### config.mk
export PLATFORM = sky130hd
export DESIGN_NAME = pcs_receive
export DESIGN_NICKNAME = d
export VERILOG_FILES = /design/src/rtl/pcs_receive.sv
export SDC_FILE = /design/constraint.sdc
export NUM_CORES = 1
export LEC_CHECK = 0
export ABC_CLOCK_PERIOD_IN_PS = 6080
export CAP_MARGIN = 20
export CORE_MARGIN = 2
export CORE_UTILIZATION = 51
export CTS_BUF_LIST = sky130_fd_sc_hd__clkbuf_8
export DETAILED_ROUTE_END_ITERATION = 10
export DONT_BUFFER_PORTS = 1
export PLACE_DENSITY_LB_ADDON = 0.3
export SETUP_SLACK_MARGIN = 0.3
export SLEW_MARGIN = 20
export SYNTH_ARGS = -nofsm -noshare
export SYNTH_HDL_FRONTEND = slang
export SYNTH_SLANG_ARGS = --single-unit
### constraint.sdc
create_clock -name clk -period 6.08 [get_ports clk]
set_clock_uncertainty 0.2 [all_clocks]
set_input_delay 0 -clock clk [delete_from_list [all_inputs] [get_ports clk]]
set_output_delay 0 -clock clk [all_outputs]
set_load 0.01 [all_outputs]
### src/rtl/pcs_receive.sv
// 8b/10b PCS receive path: registers the synchronizer output, decodes code groups,
// and tracks idle / frame delineation to produce GMII-style RXD/RX_DV/RX_ER.
module pcs_receive (
    input  logic        clk,
    input  logic        RESET,
    input  logic        code_status,
    input  logic [9:0]  rx_code_group,
    output logic [7:0]  RXD,
    output logic        RX_DV,
    output logic        RX_ER,
    output logic        receiving,
    output logic [15:0] frame_len,
    output logic        frame_done
);

    localparam int unsigned CG_W  = 10;
    localparam int unsigned CNT_W = 16;

    localparam logic [2:0] S_WAIT_FOR_K = 3'd0;
    localparam logic [2:0] S_RX_K       = 3'd1;
    localparam logic [2:0] S_IDLE_D     = 3'd2;
    localparam logic [2:0] S_RECEIVE    = 3'd3;
    localparam logic [2:0] S_TRI_RRI    = 3'd4;

    localparam logic [2:0] K_INVALID = 3'd0;
    localparam logic [2:0] K_DATA    = 3'd1;
    localparam logic [2:0] K_COMMA   = 3'd2;
    localparam logic [2:0] K_SOP     = 3'd3;
    localparam logic [2:0] K_EOP     = 3'd4;
    localparam logic [2:0] K_CARRY   = 3'd5;

    localparam logic [CG_W-1:0] CG_D5_6  = 10'b1010010110;
    localparam logic [CG_W-1:0] CG_D16_2 = 10'b1001000101;

    logic              cs_q;
    logic [CG_W-1:0]   cg_q;
    logic [2:0]        state;
    logic [2:0]        state_nx;
    logic [CNT_W-1:0]  cnt;
    logic [CNT_W-1:0]  cnt_nx;
    logic [CNT_W-1:0]  cnt_inc;
    logic [2:0]        dec_kind;
    logic [7:0]        dec_val;
    logic [7:0]        rxd_nx;
    logic              dv_nx;
    logic              er_nx;
    logic              rcv_nx;
    logic [CNT_W-1:0]  flen_nx;
    logic              done_nx;

    // Single input stage; everything downstream works on the registered copy.
    always_ff @(posedge clk) begin
        if (RESET) begin
            cs_q <= 1'b0;
            cg_q <= '0;
        end else begin
            cs_q <= code_status;
            cg_q <= rx_code_group;
        end
    end

    // Code-group decode, both running disparities accepted.
    always_comb begin
        dec_kind = K_INVALID;
        dec_val  = 8'h00;
        case (cg_q)
            10'b1001110100, 10'b0110001011: begin dec_kind = K_DATA; dec_val = 8'h00; end
            10'b0111010100, 10'b1000101011: begin dec_kind = K_DATA; dec_val = 8'h01; end
            10'b1011010100, 10'b0100101011: begin dec_kind = K_DATA; dec_val = 8'h02; end
            10'b1100011011, 10'b1100010100: begin dec_kind = K_DATA; dec_val = 8'h03; end
            10'b1101010100, 10'b0010101011: begin dec_kind = K_DATA; dec_val = 8'h04; end
            10'b1010011011, 10'b1010010100: begin dec_kind = K_DATA; dec_val = 8'h05; end
            10'b0110011011, 10'b0110010100: begin dec_kind = K_DATA; dec_val = 8'h06; end
            10'b1110001011, 10'b0001110100: begin dec_kind = K_DATA; dec_val = 8'h07; end
            10'b1110010100, 10'b0001101011: begin dec_kind = K_DATA; dec_val = 8'h08; end
            10'b1001011011, 10'b1001010100: begin dec_kind = K_DATA; dec_val = 8'h09; end
            CG_D5_6:                        begin dec_kind = K_DATA; dec_val = 8'hC5; end
            CG_D16_2:                       begin dec_kind = K_DATA; dec_val = 8'h50; end
            10'b0011111010, 10'b1100000101: dec_kind = K_COMMA;
            10'b1101101000, 10'b0010010111: dec_kind = K_SOP;
            10'b1011101000, 10'b0100010111: dec_kind = K_EOP;
            10'b1110101000, 10'b0001010111: dec_kind = K_CARRY;
            default:                        dec_kind = K_INVALID;
        endcase
    end

    assign cnt_inc = (cnt == {CNT_W{1'b1}}) ? cnt : cnt + CNT_W'(1);

    // Next-state and next-output logic.
    always_comb begin
        state_nx = state;
        cnt_nx   = cnt;
        rxd_nx   = 8'h00;
        dv_nx    = 1'b0;
        er_nx    = 1'b0;
        flen_nx  = frame_len;
        done_nx  = 1'b0;
        if (!cs_q) begin
            state_nx = S_WAIT_FOR_K;
            er_nx    = (state == S_RECEIVE);
        end else begin
            case (state)
                S_WAIT_FOR_K: begin
                    if (dec_kind == K_COMMA) state_nx = S_RX_K;
                end
                S_RX_K: begin
                    if (cg_q == CG_D5_6 || cg_q == CG_D16_2) state_nx = S_IDLE_D;
                    else                                     state_nx = S_WAIT_FOR_K;
                end
                S_IDLE_D: begin
                    if (dec_kind == K_COMMA) begin
                        state_nx = S_RX_K;
                    end else if (dec_kind == K_SOP) begin
                        state_nx = S_RECEIVE;
                        rxd_nx   = 8'h55;
                        dv_nx    = 1'b1;
                        cnt_nx   = '0;
                    end else begin
                        // False carrier: anything else where idle data was expected.
                        state_nx = S_WAIT_FOR_K;
                        rxd_nx   = 8'h0E;
                        er_nx    = 1'b1;
                    end
                end
                S_RECEIVE: begin
                    if (dec_kind == K_DATA) begin
                        rxd_nx = dec_val;
                        dv_nx  = 1'b1;
                        cnt_nx = cnt_inc;
                    end else if (dec_kind == K_EOP) begin
                        state_nx = S_TRI_RRI;
                        flen_nx  = cnt;
                        done_nx  = 1'b1;
                    end else if (dec_kind == K_COMMA) begin
                        state_nx = S_RX_K;
                        er_nx    = 1'b1;
                    end else begin
                        rxd_nx = 8'hFF;
                        dv_nx  = 1'b1;
                        er_nx  = 1'b1;
                        cnt_nx = cnt_inc;
                    end
                end
                S_TRI_RRI: begin
                    if (dec_kind == K_CARRY)      state_nx = S_TRI_RRI;
                    else if (dec_kind == K_COMMA) state_nx = S_RX_K;
                    else                          state_nx = S_WAIT_FOR_K;
                end
                default: state_nx = S_WAIT_FOR_K;
            endcase
        end
        rcv_nx = (state_nx == S_RECEIVE);
    end

    // State and registered outputs.
    always_ff @(posedge clk) begin
        if (RESET) begin
            state      <= S_WAIT_FOR_K;
            cnt        <= '0;
            RXD        <= 8'h00;
            RX_DV      <= 1'b0;
            RX_ER      <= 1'b0;
            receiving  <= 1'b0;
            frame_len  <= '0;
            frame_done <= 1'b0;
        end else begin
            state      <= state_nx;
            cnt        <= cnt_nx;
            RXD        <= rxd_nx;
            RX_DV      <= dv_nx;
            RX_ER      <= er_nx;
            receiving  <= rcv_nx;
            frame_len  <= flen_nx;
            frame_done <= done_nx;
        end
    end

endmodule

==> results.md <==
* Status: complete, no violations
* Diodes inserted at 0
* Commonest cells after routing, fill and taps aside: dfxtp_1 (58), nor2_1 (42), nand3_1 (18), nand2_1 (18), nor2b_1 (17)
* CTS max path bufs at 2
* Seq/Total Area, Yosys at 39.7%
* DR iter-0 viols at 244
* Clock transition at the registers of the reported paths at 80 ps
* IR drop worst, VDD at 0.173 mV
* Mux contribution to synthesized area at 5.47%
* Combinational family with the most area after synthesis: simple AND/OR/NAND/NOR gates
* Final Setup Violations at 0
* Net Count, Synth at 340
* Total GRT Usage at 21.3%
* Clk_lat worst skew at 340 ps
* Final worst setup slack at 3160 ps
* Initial antenna violation count at 0
* WL/cell at 15.6 µm
* Vias in the first global route at 2,281
* Post-synth EDFFs at 0
* Yosys Warn Count at 0
* Actual slew at the worst max-slew pin at 1060 ps
* CTS Sinks at between 50 and 60
* Most common cell after layout, fill and taps aside: dfxtp_1
* Largest net degree at the start of global routing at 35
* Final hold violations at 0
* Clock network fraction of total power at 44.7%
* Final min period at 2920 ps
* Post-route ant nets at 0
* Std-Cell Rows at 27
* CTS Buf Count at 9
* Residual DRC at 0
* Root buffer cell: clkbuf_8
* RSZ-0062 raised after global routing: no
* Fin. max-slew vios at 0
* Max-Cap Viols at 0
* Pint at roughly 0.59 mW
* Die W at between 70 and 80 µm
* Critical Path Fanout Max at 18
* First-pass GRT wire length at 10,600 µm
* Post-synthesis adder-cell area fraction at 0.428%
* Compound-gate portion of the synthesized area at approximately 12%
* Crit end category: flop
* Post-synthesis average cell area at between 8 and 9 µm²
* H-tree levels at 3
* GP Congestion at 0.944
* PD cells at 237 mW/mm²
* Ys flop type: dfxtp_1
* DP Cell Count at 380
* WL final at 6440 µm
* Simple-Gate Fraction of Synth Area at 33.1%
* Setup tns final at 0 ps
* Slew headroom at 29.2%
* Dpl hpwl at ~4300 µm
* Final Cycle Share at a little under half
* Synthesized cell area at 0.00293 mm²
* Share of cells above drive strength 1 at 11.4%
* Combinational Power Share at between 4 and 5%
* Core Area at between 0.005 and 0.006 mm²
* Initial Util at 52.8%
* Min-Delay Path Class: in2reg
* Drt pass-1 iters at 4
* Worst setup SP type: flop
* Synth unique cells at 66
* Syn Inst Count at 326
* Achievable frequency at 343 MHz
* Critical Path RT at 6140 ps
* Total gr overflow at 0
* Area grow syn2layout at 11.8%
* LEAKAGE at 1.23 nW
* XOR/XNOR Fraction of Synth Area at 4.19%
* WP data arrival at a little under 3000 ps
* Post-Place Worst Slack at 3230 ps
* FFs w/ async S/R, synth at 0%
* # IOs at 41
* DR vias at 2,447
* Sw Pwr at 0.185 mW
* Routed vias/inst at 5.92
* Seq pwr share at roughly half
* Switch share at a little under a quarter
* IO buf count at 0
* CTS tree: built
* Fin nets at 350
* Post-CTS Setup Inserts at 0
* Kind of critical path: reg2reg
* Full die area at 0.00636 mm²
* Die Height at roughly 80 µm
* #FFs+latches synth at 58
* Post-Layout Cell Count at 413
## cell usage after synthesis, drive strengths merged (3+ instances only)
cell type / number / area (µm²)
a31oi: 5 / 37.5
nor3b: 3 / 22.5
buf: 11 / 90.1
a21oi: 15 / 78.8
nor4: 7 / 43.8
and4bb: 4 / 53.8
and2: 3 / 18.8
nand2b: 5 / 31.3
nand4bb: 4 / 77.6
nor2b: 17 / 106
nor2: 45 / 176
inv: 6 / 22.5
nor3: 14 / 81.3
xnor2: 12 / 105
mux2i: 16 / 160
nand4: 6 / 37.5
nand3: 18 / 90.1
clkbuf: 7 / 27.5
dfxtp: 58 / 1160
nand2: 19 / 73.8
and3: 4 / 25.0
o21ai: 9 / 45.0
## cells by family (layout without fill, tap and decap cells)
logic type / after synthesis / after routing
AOI/OAI and AO/OA: 49 / 49
and+or+nand+nor: 164 / 164
DFF: 58 / 58
muxes: 16 / 16
buffers and inverters: 24 / 39
xor gates and xnor gates: 14 / 14
adders and majority gates: 1 / 1
## layout make-up
type | count | area [µm²]
multi-input cells | 244 | 1630
well taps | 72 | 90.1
inverters | 6 | 22.5
repair buffers | 17 | 180
clock inverters | 7 | 68.8
fillers | 493 | 2270
flip-flops and latches | 58 | 1160
clock buffers | 9 | 124
## worst paths after layout
| path | from | endpoint | slack, ps | cells past startpoint |
|---|---|---|---|---|
| setup / recovery | cg_q[4]$_SDFF_PP0_ | cnt[13]$_SDFFE_PP0P_ | 3160 | 7 |
| hold / removal | rx_code_group[0] | cg_q[0]$_SDFF_PP0_ | 130 | 2 |
| setup reg to reg | cg_q[4]$_SDFF_PP0_ | cnt[13]$_SDFFE_PP0P_ | 3160 | 7 |
| hold reg to reg | state[2]$_SDFF_PP0_ | state[1]$_SDFF_PP0_ | 330 | 1 |
## state kept, by name, summed over array words and instances, names as in the netlist
register / cells
cnt: 16
frame_len: 16
cg_q: 10
RXD: 8
state: 3
RX_DV: 1
RX_ER: 1
cs_q: 1
frame_done: 1
receiving: 1
## metrics by stage
stage               power, mW  utilization, %  hold WS (ps)  instance area, µm²
global route            0.805            59.1           125                3270
finish                  0.776            59.1           125                3270
floorplan               0.424               -         -71.8                2930
CTS                     0.782            59.1           108                3270
global placement        0.425            52.3          -127                2900
detailed placement      0.425            52.3          -124                2900
## routing by layer
metal	vias up	wire [µm]	global-route usage (%)
li1	1192	-	-
met3	12	445	6.67
met4	0	100	8.64
met1	1151	2810	27.3
met2	92	3080	33.4
met5	-	0	0
## worst max-delay path, cell delays in order, from the launching register on
cell	delay [ps]
dfxtp_1	530
nor4bb_1	440
nand4_1	190
o21a_1	200
a31oi_2	730
nor4_1	180
a31o_1	260
a21oi_1	110
## timing repair
action,CTS,global route
gates resized for setup,0,0
hold endpoints to repair,58,0
hold buffers,17,0
## power by group through the flow
stage / Combinational [mW] / Clock, mW / Sequential [mW]
2_1_floorplan: 0.0293 / 0 / 0.395
3_3_place_gp: 0.0223 / 0 / 0.402
3_5_place_dp: 0.0222 / 0 / 0.402
4_1_cts: 0.0348 / 0.353 / 0.394
5_1_grt: 0.0382 / 0.372 / 0.395
6_report: 0.0353 / 0.347 / 0.394
Power figures use the tool's default switching activity.
